### config.mk
export PLATFORM = sky130hd
export DESIGN_NAME = calc_step_sequencer
export DESIGN_NICKNAME = d
export VERILOG_FILES = /design/src/rtl/calc_pkg.sv /design/src/rtl/flex_counter.sv /design/src/rtl/calc_step_sequencer.sv
export SDC_FILE = /design/constraint.sdc
export NUM_CORES = 1
export LEC_CHECK = 0
export ABC_AREA = 1
export CORE_UTILIZATION = 30
export CTS_BUF_LIST = sky130_fd_sc_hd__clkbuf_2
export DETAILED_ROUTE_END_ITERATION = 8
export DONT_BUFFER_PORTS = 1
export SETUP_SLACK_MARGIN = 0.4
export SLEW_MARGIN = 10
export SYNTH_ARGS = -nofsm -noshare
export SYNTH_HDL_FRONTEND = slang
export SYNTH_SLANG_ARGS = --single-unit
export TNS_END_PERCENT = 100
### constraint.sdc
create_clock -name clk -period 1.85 [get_ports clk]
set_input_delay 0.37 -clock clk [delete_from_list [all_inputs] [get_ports clk]]
set_output_delay 0.37 -clock clk [all_outputs]
set_load 0.01 [all_outputs]
### src/rtl/calc_pkg.sv
// Shared types and defaults for the calculator step sequencer.
package calc_pkg;
  localparam int SEQ_CNT_WIDTH = 5;

  typedef enum logic [1:0] {IDLE, LOAD, RUN, DONE} seq_state_t;
endpackage

### src/rtl/flex_counter.sv
// Up counter with sync clear that wraps to 1 after reaching rollover_val.
module flex_counter #(
  parameter int WIDTH = 5
) (
  input  logic             clk,
  input  logic             n_rst,
  input  logic             clear,
  input  logic             count_enable,
  input  logic [WIDTH-1:0] rollover_val,
  output logic [WIDTH-1:0] count_out,
  output logic             rollover_flag
);
  localparam logic [WIDTH-1:0] ONE = {{(WIDTH-1){1'b0}}, 1'b1};

  logic [WIDTH-1:0] next_count;
  logic             next_flag;

  always_comb begin
    next_count = count_out;
    next_flag  = rollover_flag;
    if (clear) begin
      next_count = '0;
      next_flag  = 1'b0;
    end else if (count_enable) begin
      next_count = (count_out == rollover_val) ? ONE : count_out + ONE;
      next_flag  = (next_count == rollover_val);
    end
  end

  always_ff @(posedge clk or negedge n_rst) begin
    if (!n_rst) begin
      count_out     <= '0;
      rollover_flag <= 1'b0;
    end else begin
      count_out     <= next_count;
      rollover_flag <= next_flag;
    end
  end
endmodule

### src/rtl/calc_step_sequencer.sv
// Load / N-step / done sequencer for the calculator datapath; step index
// comes from a flex counter that is held clear outside RUN.
module calc_step_sequencer
  import calc_pkg::*;
#(
  parameter int CNT_WIDTH = SEQ_CNT_WIDTH
) (
  input  logic                 clk,
  input  logic                 n_rst,
  input  logic                 start,
  input  logic [CNT_WIDTH-1:0] op_cycles,
  input  logic                 abort,
  output logic                 busy,
  output logic                 load,
  output logic                 step_en,
  output logic [CNT_WIDTH-1:0] step_idx,
  output logic                 done,
  output logic                 err
);
  localparam logic [CNT_WIDTH-1:0] ONE = {{(CNT_WIDTH-1){1'b0}}, 1'b1};

  seq_state_t           state;
  logic [CNT_WIDTH-1:0] cycles_reg;
  logic [CNT_WIDTH-1:0] cnt;
  logic                 cnt_roll;
  logic                 last_step;

  flex_counter #(.WIDTH(CNT_WIDTH)) u_cnt (
    .clk          (clk),
    .n_rst        (n_rst),
    .clear        (state != RUN),
    .count_enable (state == RUN),
    .rollover_val (cycles_reg),
    .count_out    (cnt),
    .rollover_flag(cnt_roll)
  );

  // rollover_val = N is never reached inside RUN; the flag is only a backstop.
  assign last_step = (cnt == cycles_reg - ONE) || cnt_roll;

  always_ff @(posedge clk or negedge n_rst) begin
    if (!n_rst) begin
      state      <= IDLE;
      cycles_reg <= '0;
      err        <= 1'b0;
    end else begin
      case (state)
        IDLE: if (start) begin
          if (op_cycles != '0) begin
            cycles_reg <= op_cycles;
            err        <= 1'b0;
            state      <= LOAD;
          end else begin
            err   <= 1'b1;
            state <= DONE;
          end
        end
        LOAD: state <= abort ? IDLE : RUN;
        RUN: begin
          if (abort)          state <= IDLE;
          else if (last_step) state <= DONE;
        end
        DONE:    state <= IDLE;
        default: state <= IDLE;
      endcase
    end
  end

  assign busy     = (state == LOAD) || (state == RUN);
  assign load     = (state == LOAD);
  assign step_en  = (state == RUN);
  assign step_idx = (state == RUN) ? cnt : '0;
  assign done     = (state == DONE);
endmodule

==> results.md <==
- Initial cell density of the core: between 30% and 40%
- Core ar.: approximately 3200 um^2
- Max Clk Rate: 650 MHz
- Hold Path Class: in -> reg
- Share of the synthesized area in the top cell type: about 34%
- Clock sinks: 14
- Total track usage: between 15 and 20%
- Worst-path clk slew: roughly 0.11 ns
- Crit path largest cell delay: 0.47 ns
- Post-synthesis mux area share: 0%
- HP Start: op_cycles[3]
- Non-Filler Instances: roughly 220
- Dominant cells by area after synthesis: dfrtp_1, nand2_1, inv_1, ha_1, nand3_1
- Dpl cells: a little under 200
- Final worst path period share: between 80% and 90%
- Top cell by count, worst path: nand2_1
- Yosys warns: 0
- Status: finished clean
- Worst path slowest cell: dfrtp_2
- Critical path capture point type: flop
- Worst setup path class: reg -> reg
- Die area: 3670 um^2
- WP data arrival: between 1.5 and 2 ns
- Synth Area in Adders: under 10%
- Buffer depth of the longest clock path: 2
- Vias in the first global route: between 1000 and 1500
- Diodes inserted: 0
- NumNets Final: 190
- Critical Path Source: cycles_reg[2]$_DFFE_PN0P_
- CP Cell Sequence: inv_2, nand2_1, nand2_2, nand3_1, o21bai_1, nand2_1, nand2_1, nand3_1, nor2_1
- Minimum clock period: approximately 1.5 ns
- Die Span X: between 60 and 70 um
- Top cell type by total area after synthesis: dfrtp_1
- Simple logic cell fraction of the synthesized area: 35.6%
- Final WL: 2440 um
- Commonest non-fill, non-tap cell in the layout: nand2_1
- Root buf cell: clkbuf_2
- Cts bufs inserted: 3
- I/O pin count: 19
- H-tree lvl count: 1
- Final HPWL from detailed placement: ~1800 um
- Final hold vios: 0
- Post-synthesis compound-gate area fraction: approximately 5.7%
- Largest net degree at the start of global routing: 15
- Cells after Synth: ~150
- Beginning of the worst register-to-register path: cycles_reg[2]$_DFFE_PN0P_
- Worst Skew: approximately 0.00090 ns
- Slew @ Worst Pin: roughly 0.6 ns
- Post-synthesis sequential area ratio: 34.1%
- Startpoint class of the critical path: flop
- Critical Path RT: around 2.0 ns
- Largest family of logic cells by synthesized area: simple AND/OR/NAND/NOR gates
- Chip height: ~60 um
- Most frequent cells in the layout: nand2_1, inv_1, nand2_2, buf_4, nand3_1
- RSZ-0062 raised after global routing: yes
- DRT iter0 DRCs: 26
- Layout cells sized above 1: between 30% and 40%
- First-pass GRT wire length: around 4200 um
- CTS tree: built
- Leakage: approximately 0.73 nW
- Rows: 20
- Via count: just under 1000
- Synthesized area: about 1000 um^2
- Fill count: 337
- Worst skew pair latency: 0.25 ns
- Drt first pass iters: 5
- Worst VDD drop: about 0.65 mV
- Max Slew Vio Count: 0
- Total congestion overflow: 0
- Crit-path max FO: 5
- Max cap viols: 0
- DRC: 0
- Worst rel slew slack: 59.1%
- Power density over the cells: 1530 nW/um^2
- Final hold slack: between 0.2 and 0.25 ns
- Final ANT Viol Nets: 0
- Synthesized flop and latch total: 14
- Yosys cell types: 19
- Vias per cell: between 4 and 5
- Avg Cell Area, Syn: slightly below 7 um^2
- Initial antenna violation count: 0
- Setup-failing EPs final: 0
- GPL Wtd Cong: 0.932
- Syn Nets: ~170
- Xor/xnor share of the synthesized area: ~4.3%
- Port bufs: 0
- Area grow syn2layout: 33.1%
- WL per Instance: around 11 um
- TNS Setup: 0 ns
==> power by group <==
group          switching, mW  internal [mW]  total, mW  leakage, nW
Sequential             0.124          0.413      0.537        0.175
Clock                 0.0832         0.0443      0.127       0.0125
Combinational          0.800          0.636       1.44        0.546
==> worst max-delay path: cells and delay by family, from the launching register on <==
| family | cells | cell delay, ns |
|---|---|---|
| AO/OA/AOI/OAI | 1 | 0.22 |
| buffers and inverters | 1 | 0.09 |
| flip-flops | 1 | 0.47 |
| AND/OR/NAND/NOR | 7 | 0.68 |
==> per-stage QoR <==
step / area (um^2) / power [mW] / utilization [%] / worst slack (ns)
after global routing: 1370 / 2.31 / 43.4 / 0.152
after detailed placement: 1080 / 1.47 / 34.2 / 0.116
after global placement: 1080 / 1.44 / 34.2 / 0.159
final: 1370 / 2.10 / 43.4 / 0.312
after floorplan: 1030 / 1.27 / - / 0.418
after CTS: 1240 / 1.87 / 39.5 / 0.309
==> per-layer routing <==
metal	GRT usage [%]	vias to the layer above	routed length (um)
met5	0	-	0
met4	5.19	0	38
met3	2.35	4	110
met2	26.7	26	1220
met1	19.0	454	1070
li1	-	495	-
==> cell type report <==
| class | count | area, um^2 | share of cell area [%] |
|---|---|---|---|
| well taps | 44 | 55.1 | 4.02 |
| repair buffers | 17 | 135 | 9.87 |
| flip-flops and latches | 14 | 357 | 26.1 |
| multi-input cells | 107 | 688 | 50.3 |
| inverters | 31 | 119 | 8.68 |
| clock buffers | 3 | 15.0 | 1.10 |
==> timing repair <==
| action | in CTS | in global routing |
|---|---|---|
| resized for setup | 29 | 16 |
| pin swaps | 6 | 14 |
| hold endpoints to repair | 14 | 0 |
| buffers inserted | 11 | 5 |
| endpoints found under the setup margin | 10 | 18 |
| hold buffers | 1 | 0 |
==> final timing paths <==
path | to | slack (ns) | cells after the start
max in group asynchronous | cycles_reg[2]$_DFFE_PN0P_ | 0.87 | 1
max reg2reg | u_cnt.rollover_flag$_DFF_PN0_ | 0.31 | 9
max | u_cnt.rollover_flag$_DFF_PN0_ | 0.31 | 9
min reg2reg | err$_DFFE_PN0P_ | 0.58 | 1
min in group asynchronous | cycles_reg[3]$_DFFE_PN0P_ | 0.55 | 1
min | cycles_reg[3]$_DFFE_PN0P_ | 0.22 | 2
==> synthesized netlist by cell type <==
library cell,count
nor2_4,1
nor3_1,3
dfrtp_1,14
nand2_4,1
o21bai_1,1
ha_1,7
inv_1,31
and2_1,1
o21ai_2,1
nand3_1,13
xor2_1,3
o21a_1,1
xnor2_1,2
a21oi_1,4
nor2_1,10
nand2_1,52
o21ai_0,3
nand2_2,4
buf_2,1
==> cells by family after synthesis <==
logic type,Yosys count
XOR/XNOR,5
flip-flops,14
adder cells (fa/ha/maj),7
AO/OA/AOI/OAI,10
buffers and inverters,32
AND/OR/NAND/NOR,85
Note: power is estimated with default switching activity, not from simulation.
